<file path="src/rtl/divider_pkg.sv">
// Shared definitions for the sequential signed/unsigned divider: FSM state
// encoding, reused by the divider core, debug viewers and the bench.
package divider_pkg;

  typedef enum logic [1:0] {
    S_IDLE = 2'd0,
    S_CALC = 2'd1,
    S_FIX  = 2'd2
  } state_t;

endpackage

</file>
<file path="src/rtl/seq_divider_sgn_div_step.sv">
// One restoring-division iteration: shift the next dividend bit into the
// partial remainder, subtract the divisor when it fits, emit the quotient bit.
module div_step #(
  parameter int WIDTH = 8
) (
  input  logic [WIDTH-1:0] rem_i,
  input  logic             msb_i,
  input  logic [WIDTH-1:0] divisor_i,
  output logic [WIDTH-1:0] rem_o,
  output logic             q_o
);

  logic [WIDTH:0] shifted;

  // Compare at WIDTH+1 bits so a partial remainder with its top bit set is
  // never truncated before the comparison.
  always_comb begin
    shifted = {rem_i, msb_i};
    q_o     = 1'b0;
    rem_o   = shifted[WIDTH-1:0];
    if (shifted >= {1'b0, divisor_i}) begin
      q_o   = 1'b1;
      rem_o = shifted[WIDTH-1:0] - divisor_i;
    end
  end

endmodule

</file>
<file path="src/rtl/seq_divider_sgn.sv">
// Multi-cycle radix-2 restoring divider with per-operation signed/unsigned
// mode, divide-by-zero and signed-overflow flags, busy/valid handshake.
module seq_divider_sgn
  import divider_pkg::*;
#(
  parameter  int WIDTH = 8,
  localparam int CNT_W = $clog2(WIDTH)
) (
  input  logic             clk,
  input  logic             rst,
  input  logic             en,
  input  logic             SIGNED_IN,
  input  logic [WIDTH-1:0] A_IN,
  input  logic [WIDTH-1:0] B_IN,
  output logic [WIDTH-1:0] Q_OUT,
  output logic [WIDTH-1:0] R_OUT,
  output logic             valid,
  output logic             busy,
  output logic             DIV0,
  output logic             OVF,
  output logic [1:0]       STATE_OUT,
  output logic [CNT_W-1:0] COUNT_OUT
);

  state_t           state_q;
  logic [CNT_W-1:0] cnt_q;
  logic [WIDTH-1:0] rem_q;
  logic [WIDTH-1:0] dvd_q;
  logic [WIDTH-1:0] dvs_q;
  logic             qneg_q;
  logic             rneg_q;
  logic             ovf_pend_q;
  logic [WIDTH-1:0] q_out_q;
  logic [WIDTH-1:0] r_out_q;
  logic             valid_q;
  logic             busy_q;
  logic             div0_q;
  logic             ovf_q;

  logic             a_neg;
  logic             b_neg;
  logic [WIDTH-1:0] a_mag;
  logic [WIDTH-1:0] b_mag;
  logic             ovf_case;
  logic [WIDTH-1:0] step_rem;
  logic             step_q;
  logic [WIDTH-1:0] q_fix;
  logic [WIDTH-1:0] r_fix;

  // Operand magnitudes and sign bookkeeping for the start of an operation.
  always_comb begin
    a_neg    = SIGNED_IN & A_IN[WIDTH-1];
    b_neg    = SIGNED_IN & B_IN[WIDTH-1];
    a_mag    = a_neg ? ('0 - A_IN) : A_IN;
    b_mag    = b_neg ? ('0 - B_IN) : B_IN;
    ovf_case = SIGNED_IN && (A_IN == {1'b1, {(WIDTH-1){1'b0}}}) && (B_IN == '1);
  end

  div_step #(.WIDTH(WIDTH)) u_step (
    .rem_i     (rem_q),
    .msb_i     (dvd_q[WIDTH-1]),
    .divisor_i (dvs_q),
    .rem_o     (step_rem),
    .q_o       (step_q)
  );

  // Sign restoration of the unsigned result. MIN / -1 yields |MIN| = MIN,
  // whose negation wraps back to MIN with zero remainder.
  always_comb begin
    q_fix = qneg_q ? ('0 - dvd_q) : dvd_q;
    r_fix = rneg_q ? ('0 - rem_q) : rem_q;
  end

  // Control FSM, iteration counter and registered result/flag outputs.
  // The quotient bits shift into the low end of the dividend register.
  always_ff @(posedge clk or negedge rst) begin
    if (!rst) begin
      state_q    <= S_IDLE;
      cnt_q      <= '0;
      rem_q      <= '0;
      dvd_q      <= '0;
      dvs_q      <= '0;
      qneg_q     <= 1'b0;
      rneg_q     <= 1'b0;
      ovf_pend_q <= 1'b0;
      q_out_q    <= '0;
      r_out_q    <= '0;
      valid_q    <= 1'b0;
      busy_q     <= 1'b0;
      div0_q     <= 1'b0;
      ovf_q      <= 1'b0;
    end else begin
      valid_q <= 1'b0;
      case (state_q)
        S_IDLE: begin
          if (en) begin
            if (B_IN == '0) begin
              q_out_q <= '1;
              r_out_q <= A_IN;
              div0_q  <= 1'b1;
              ovf_q   <= 1'b0;
              valid_q <= 1'b1;
            end else begin
              dvd_q      <= a_mag;
              dvs_q      <= b_mag;
              rem_q      <= '0;
              cnt_q      <= '0;
              qneg_q     <= a_neg ^ b_neg;
              rneg_q     <= a_neg;
              ovf_pend_q <= ovf_case;
              busy_q     <= 1'b1;
              state_q    <= S_CALC;
            end
          end
        end
        S_CALC: begin
          rem_q <= step_rem;
          dvd_q <= {dvd_q[WIDTH-2:0], step_q};
          cnt_q <= cnt_q + CNT_W'(1);
          if (cnt_q == CNT_W'(WIDTH - 1)) begin
            state_q <= S_FIX;
          end
        end
        S_FIX: begin
          q_out_q <= q_fix;
          r_out_q <= r_fix;
          div0_q  <= 1'b0;
          ovf_q   <= ovf_pend_q;
          valid_q <= 1'b1;
          busy_q  <= 1'b0;
          state_q <= S_IDLE;
        end
        default: begin
          busy_q  <= 1'b0;
          state_q <= S_IDLE;
        end
      endcase
    end
  end

  assign Q_OUT     = q_out_q;
  assign R_OUT     = r_out_q;
  assign valid     = valid_q;
  assign busy      = busy_q;
  assign DIV0      = div0_q;
  assign OVF       = ovf_q;
  assign STATE_OUT = state_q;
  assign COUNT_OUT = cnt_q;

endmodule

</file>
<file path="config.mk">
export PLATFORM = sky130hd
export DESIGN_NAME = seq_divider_sgn
export DESIGN_NICKNAME = d
export VERILOG_FILES = /design/src/rtl/divider_pkg.sv /design/src/rtl/seq_divider_sgn_div_step.sv /design/src/rtl/seq_divider_sgn.sv
export SDC_FILE = /design/constraint.sdc
export NUM_CORES = 1
export LEC_CHECK = 0
export BUFFER_PORTS_ARGS = -buffer_cell sky130_fd_sc_hd__buf_2
export CAP_MARGIN = 10
export CORE_MARGIN = 8
export CORE_UTILIZATION = 25
export DETAILED_ROUTE_END_ITERATION = 7
export RECOVER_POWER = 100
export SLEW_MARGIN = 20
export SYNTH_ARGS = -nofsm -noshare
export SYNTH_HDL_FRONTEND = slang
export SYNTH_HIERARCHICAL = 1
export SYNTH_SLANG_ARGS = --single-unit
</file>
<file path="constraint.sdc">
create_clock -name clk -period 7.22 [get_ports clk]
set_clock_uncertainty 0.15 [all_clocks]
set_input_delay 0.722 -clock clk [delete_from_list [all_inputs] [get_ports clk]]
set_output_delay 0.722 -clock clk [all_outputs]
set_load 0.005 [all_outputs]
</file>
== Word level (Yosys, flattened, before mapping) ==
Index checks and enable logic that the tools add are counted.
Storage, ports and cells
  bits in registers: 52
  output and inout port bits: 25
  logic and storage cells: 83
Cells by class
  $add $sub $neg: 6
  magnitude comparators: 1
  eq/ne operators: 9
  multiplexer cells: 37
  bitwise logic cells: 5
  reduce and logical (&&, ||, !) cells: 11
Operators with widths (number)
  $mux W8: 13
  $pmux W8 S2: 4
  $sub A1 B8 Y8 const A: 4
  $eq A8 B8 Y1 const B: 2
  $reduce_and A3 Y1: 5
  $ge A9 B8 Y1: 1
  $mux W1: 9
  $logic_not A8 Y1: 1
  $ne A2 B2 Y1 const B: 4
  $pmux W1 S2: 4
  $sub A8 B8 Y8: 1
  $mux W2: 3
  $mux W3: 2
  $pmux W3 S2: 1
  $pmux W2 S2: 1
  $reduce_bool A2 Y1: 2
  $add A3 B1 Y3 const B: 1
  $eq A3 B3 Y1 const B: 1
  $and A1 B1 Y1: 2
  $eq A2 B1 Y1 const B: 1
  $eq A2 B2 Y1 const B: 1
  $logic_and A1 B1 Y1: 2
  $logic_not A2 Y1: 1
  $not A1 Y1: 2
  $xor A1 B1 Y1: 1

== Depth between registers and ports, before layout ==
  depth in word-level cells: 5
  gate-level depth with buffers: 10
  gate-level depth less buffers: 9

== By module ==
The synthesis kept the hierarchy.
Modules (own cells, without submodules)
  seq_divider_sgn: times used 1, cells each 275, area an instance 2807.7 µm²
  div_step: times used 1, cells each 69, area an instance 520.5 µm²

== Worst setup path after synthesis ==
No wires, ideal clock.
  path type: reg-to-reg
  start point: register dvd_q[7]
  end point: register rem_q[6]
  setup time: 121 ps
  arrival: 2111 ps
  path slack: 4838 ps
  cell stages (with the launch flop): 10
  buffers on the path: 0
  period minus slack after synthesis: 2382 ps
  cells stage by stage: dfrtp_1 > inv_1 > ha_1 > fa_1 > nor2b_1 > o31a_1 > nor4_1 > a311o_1 > mux2_2 > a22o_1
On the way
  word-level cells in the longest chain between the ends: 3
  elaborated cells between the ends (all ways): 4
  classes of those cells: add/sub: 1; order compare: 1; mux: 2
Ends and longest elaborated chain
  start: declaration: RTL line seq_divider_sgn.sv:28  | logic [WIDTH-1:0] dvd_q;
  start signal: assignment: RTL line seq_divider_sgn.sv:104  | dvd_q <= a_mag;
  start signal: assignment: RTL line seq_divider_sgn.sv:118  | dvd_q <= {dvd_q[WIDTH-2:0], step_q};
  $sub A8 B8 Y8 / $ge A9 B8 Y1 (equally long branches): RTL line seq_divider_sgn_div_step.sv:23, seq_divider_sgn_div_step.sv:21
  $mux W8 (*): RTL line seq_divider_sgn_div_step.sv:21  | if (shifted >= {1'b0, divisor_i}) begin
  via step_rem[6]: RTL line seq_divider_sgn.sv:45  | logic [WIDTH-1:0] step_rem;
  $pmux W8 S2 (*): RTL line seq_divider_sgn.sv:94  | case (state_q)
  end signal: assignment: RTL line seq_divider_sgn.sv:117  | rem_q <= step_rem;
  end: declaration: RTL line seq_divider_sgn.sv:27  | logic [WIDTH-1:0] rem_q;
Mark *: on every way through the listed nets, which the timed path passes. The rest lies on a longest branch.
A chain may end at the register's enable or synchronous reset.

== Worst setup path after layout ==
  start point: input B_IN[3]
  end point: register r_out_q[1] (netlist: R_OUT[1])
On the way
  word-level cells in the longest chain between the ends: 3
Ends and longest elaborated chain
  start: declaration: RTL line seq_divider_sgn.sv:14  | input logic [WIDTH-1:0] B_IN,
  $logic_not A8 Y1: RTL line seq_divider_sgn.sv:97  | if (B_IN == '0) begin
  $ne A2 B2 Y1 (no line)
  $reduce_and A3 Y1 (no line)
  end signal: assignment: RTL line seq_divider_sgn.sv:126  | r_out_q <= r_fix;
  end: declaration: RTL line seq_divider_sgn.sv:34  | logic [WIDTH-1:0] r_out_q;
No other way between the ends.

==> metrics.cfg <==
[timing]
fmax_ghz=0.288
whs_ps=338
finalMaxSlewViolations=53
finalSetupViolCount=0
hold_viol=0
period_share=0.480
slew_headroom=-0.914
tightest_slew_ps=2870
rsz0062_at_grt=no
setup_tns_ps=0
fin_crit_ps=3470

[global_route]
grt_pass1_wl_um=14400
grt_start_max_net_pins=53
antenna_found_initial=0
grt_pass1_vias=2814
grt_use_total=0.0989
grt-ovfl-total=0

[clock_network]
clkSinkCount=52
cts_tree=done
post_cts_buffers=0
cts_buffers=5
cts_resized=0
cts_max_path_buffers=2
htreeDepth=2
clk_pin_slew_ps=60
ctsHoldBuffers=0
cts_root_buf=clkbuf_16
clkLatencyLatePin_ps=280

[route]
wl_per_cell_um=15.4
drt_iter0_drc=126
drt_wl_total_um=8560
dr.pass1.iters=5
routed-via-count=2660
drc=0
vias_per_cell=4.78
drtAntennaViolNets=0

[layout]
num-fill-cells=1410
num_antenna_cells=0
ff_latch_area_um2=1300
layout_common_cells=52 x dfrtp_1, 33 x nand2_1, 28 x o21ai_0
multiInputGateArea_um2=1780
stdcell_count=556
drive_gt1_frac=0.121
fin_nets=415
layout_commonest_cell=dfrtp_1
syn2layout_area_growth_pct=13.1

[hold_path]
min_path_cells=2
min_path_type=register to register

[setup_path]
critical_path_class=primary input to register
path_buf_inv=1
worst_path_largest_cell_delay_ps=840
crit_arrival_ps=3490
crit_family=simple AND/OR/NAND/NOR gates
path_max_fanout=12
cp.depth=5
cp_cell_sequence=clkbuf_1, nor4_1, nand4_1, nand2_1, mux2_2
rr_worst_depth=4
critPathCaptureType=register
cpMaxStageDelayCell=nor4_1
required_ps=7240
start_kind=primary input

[logic_synthesis]
synth_nets=380
synth_ff_type=dfrtp_1
avgSynthCellArea_um2=9.67
synth_seq_area_share=0.391
async_flop_share=1.00
synth_warnings=6
synth_cells=344
synth_edf_count=0
syn-cell-area_um2=3330
synth_cell_types=60
ys_ff_latch=52

[floorplanning]
dieArea_um2=17300
core_um2=13100
fp-row-count=42
io_pins=45
die_w_um=131
start_util=0.253
die_h_um=131

[job]
max-cap-violations=1

[power_and_ir_drop]
comb_power_share=0.525
irDropWorstVdd_uv=152
seqPwrFrac=0.324
switching_share=0.411
p_int_mw=1.04
total_leakage_power_nw=1.65
powerDensity_nw_per_um2=468
clock_power_share=0.151
p_switching_mw=0.725

[place]
gp_congestion=0.815
dp_cells=548
numPortBuffers=44
hpwl_um=6540

[run_status]
status=finished with violations
violations=max-capacitance violations, max-slew violations

worst register-to-register path, delay by kind of cell, from the launching register on:
family / cells / cell delay, ps
DFF: 1 / 550
muxes: 1 / 390
and+or+nand+nor: 3 / 1490
flip-flops by register name, indices dropped and copies added (netlist names):
name / cells
dvs_q: 8
DIV0: 1
OVF: 1
dvd_q: 8
ovf_pend_q: 1
COUNT_OUT: 3
valid: 1
qneg_q: 1
STATE_OUT: 2
Q_OUT: 8
busy: 1
rem_q: 8
R_OUT: 8
rneg_q: 1
per-layer routing:
metal,GRT usage,wire length [µm],part of all wire,up-vias
li1,-,-,-,1299
met1,0.141,4500,0.53,1288
met2,0.150,3560,0.42,67
met3,0.0183,399,0.047,6
met4,0.0243,99,0.012,0
met5,0,0,0,-
per-stage QoR:
stage | utilization | worst slack (ps) | total power, mW | area [µm²]
final | 0.286 | 3750 | 1.76 | 3760
after global routing | 0.286 | 3370 | 1.92 | 3760
after CTS | 0.292 | 4570 | 1.79 | 3840
after detailed placement | 0.280 | 4380 | 1.51 | 3680
after global placement | 0.280 | 4450 | 1.48 | 3680
after floorplan | - | 4840 | 1.27 | 3330
cell type report:
class	instances	share of cell area
clock buffer	6	0.0342
clock inverter	2	0.00931
inverter	24	0.0239
multi-input combinational	250	0.473
sequential	52	0.346
tap	176	0.0585
timing repair buffer	46	0.0549
cell families (layout without fill, tap and decap cells):
family	count (synthesis)	in the layout	synth area share
simple gates	95	95	0.152
buf+inv	42	78	0.0594
xor+xnor	24	24	0.0632
mux	22	22	0.0707
fa+ha+maj	16	16	0.0624
compound gates	93	93	0.202
flops	52	52	0.391
power groups by stage:
stage          logic (mW)  registers (mW)  clock network (mW)
2_1_floorplan       0.746           0.524                   0
3_3_place_gp        0.914           0.569                   0
3_5_place_dp        0.939           0.574                   0
4_1_cts             0.947           0.569               0.272
5_1_grt              1.04           0.595               0.284
6_report            0.926           0.570               0.266
final timing paths:
check	start	to	slack, ps
setup / recovery	B_IN[3]	R_OUT[1]	3750
hold / removal	dvs_q[2]	dvs_q[2]	340
setup reg to reg	STATE_OUT[0]	R_OUT[1]	4520
hold reg to reg	dvs_q[2]	dvs_q[2]	340
max in group asynchronous	rst	COUNT_OUT[2]	3980
min in group asynchronous	rst	valid	1300
cell usage after synthesis, types with 2 or more instances:
cell type   n  share of area
mux2_2      8          0.027
nand2_1    32          0.036
clkbuf_1    6         0.0068
nand3_1     6         0.0090
buf_4       2         0.0045
dfrtp_1    52           0.39
mux2i_1    13          0.039
or3_1       2         0.0038
ha_1       15          0.056
xnor2_1    16          0.042
o21ai_0    26          0.039
a22o_1     12          0.032
nand4_1     2         0.0038
a2bb2oi_1   6          0.016
a41o_1      2         0.0060
or4_1       3         0.0068
nor4_1      2         0.0038
a211oi_1    2         0.0045
nand3b_1    2         0.0045
inv_1      24          0.027
a21oi_2     2         0.0053
nor2b_1     7          0.013
nor3_1      9          0.014
xor2_1      8          0.021
o21ai_1     2         0.0030
buf_2       6         0.0090
a2bb2oi_2   2         0.0090
a21o_1      4         0.0090
nand2b_1    4         0.0075
a21oi_1    15          0.023
o31ai_1     4         0.0090
o41ai_1     2         0.0053
a22oi_1     2         0.0045
a311o_1     2         0.0060
nor2_1     17          0.019
Note: power is estimated with default switching activity, not from simulation.
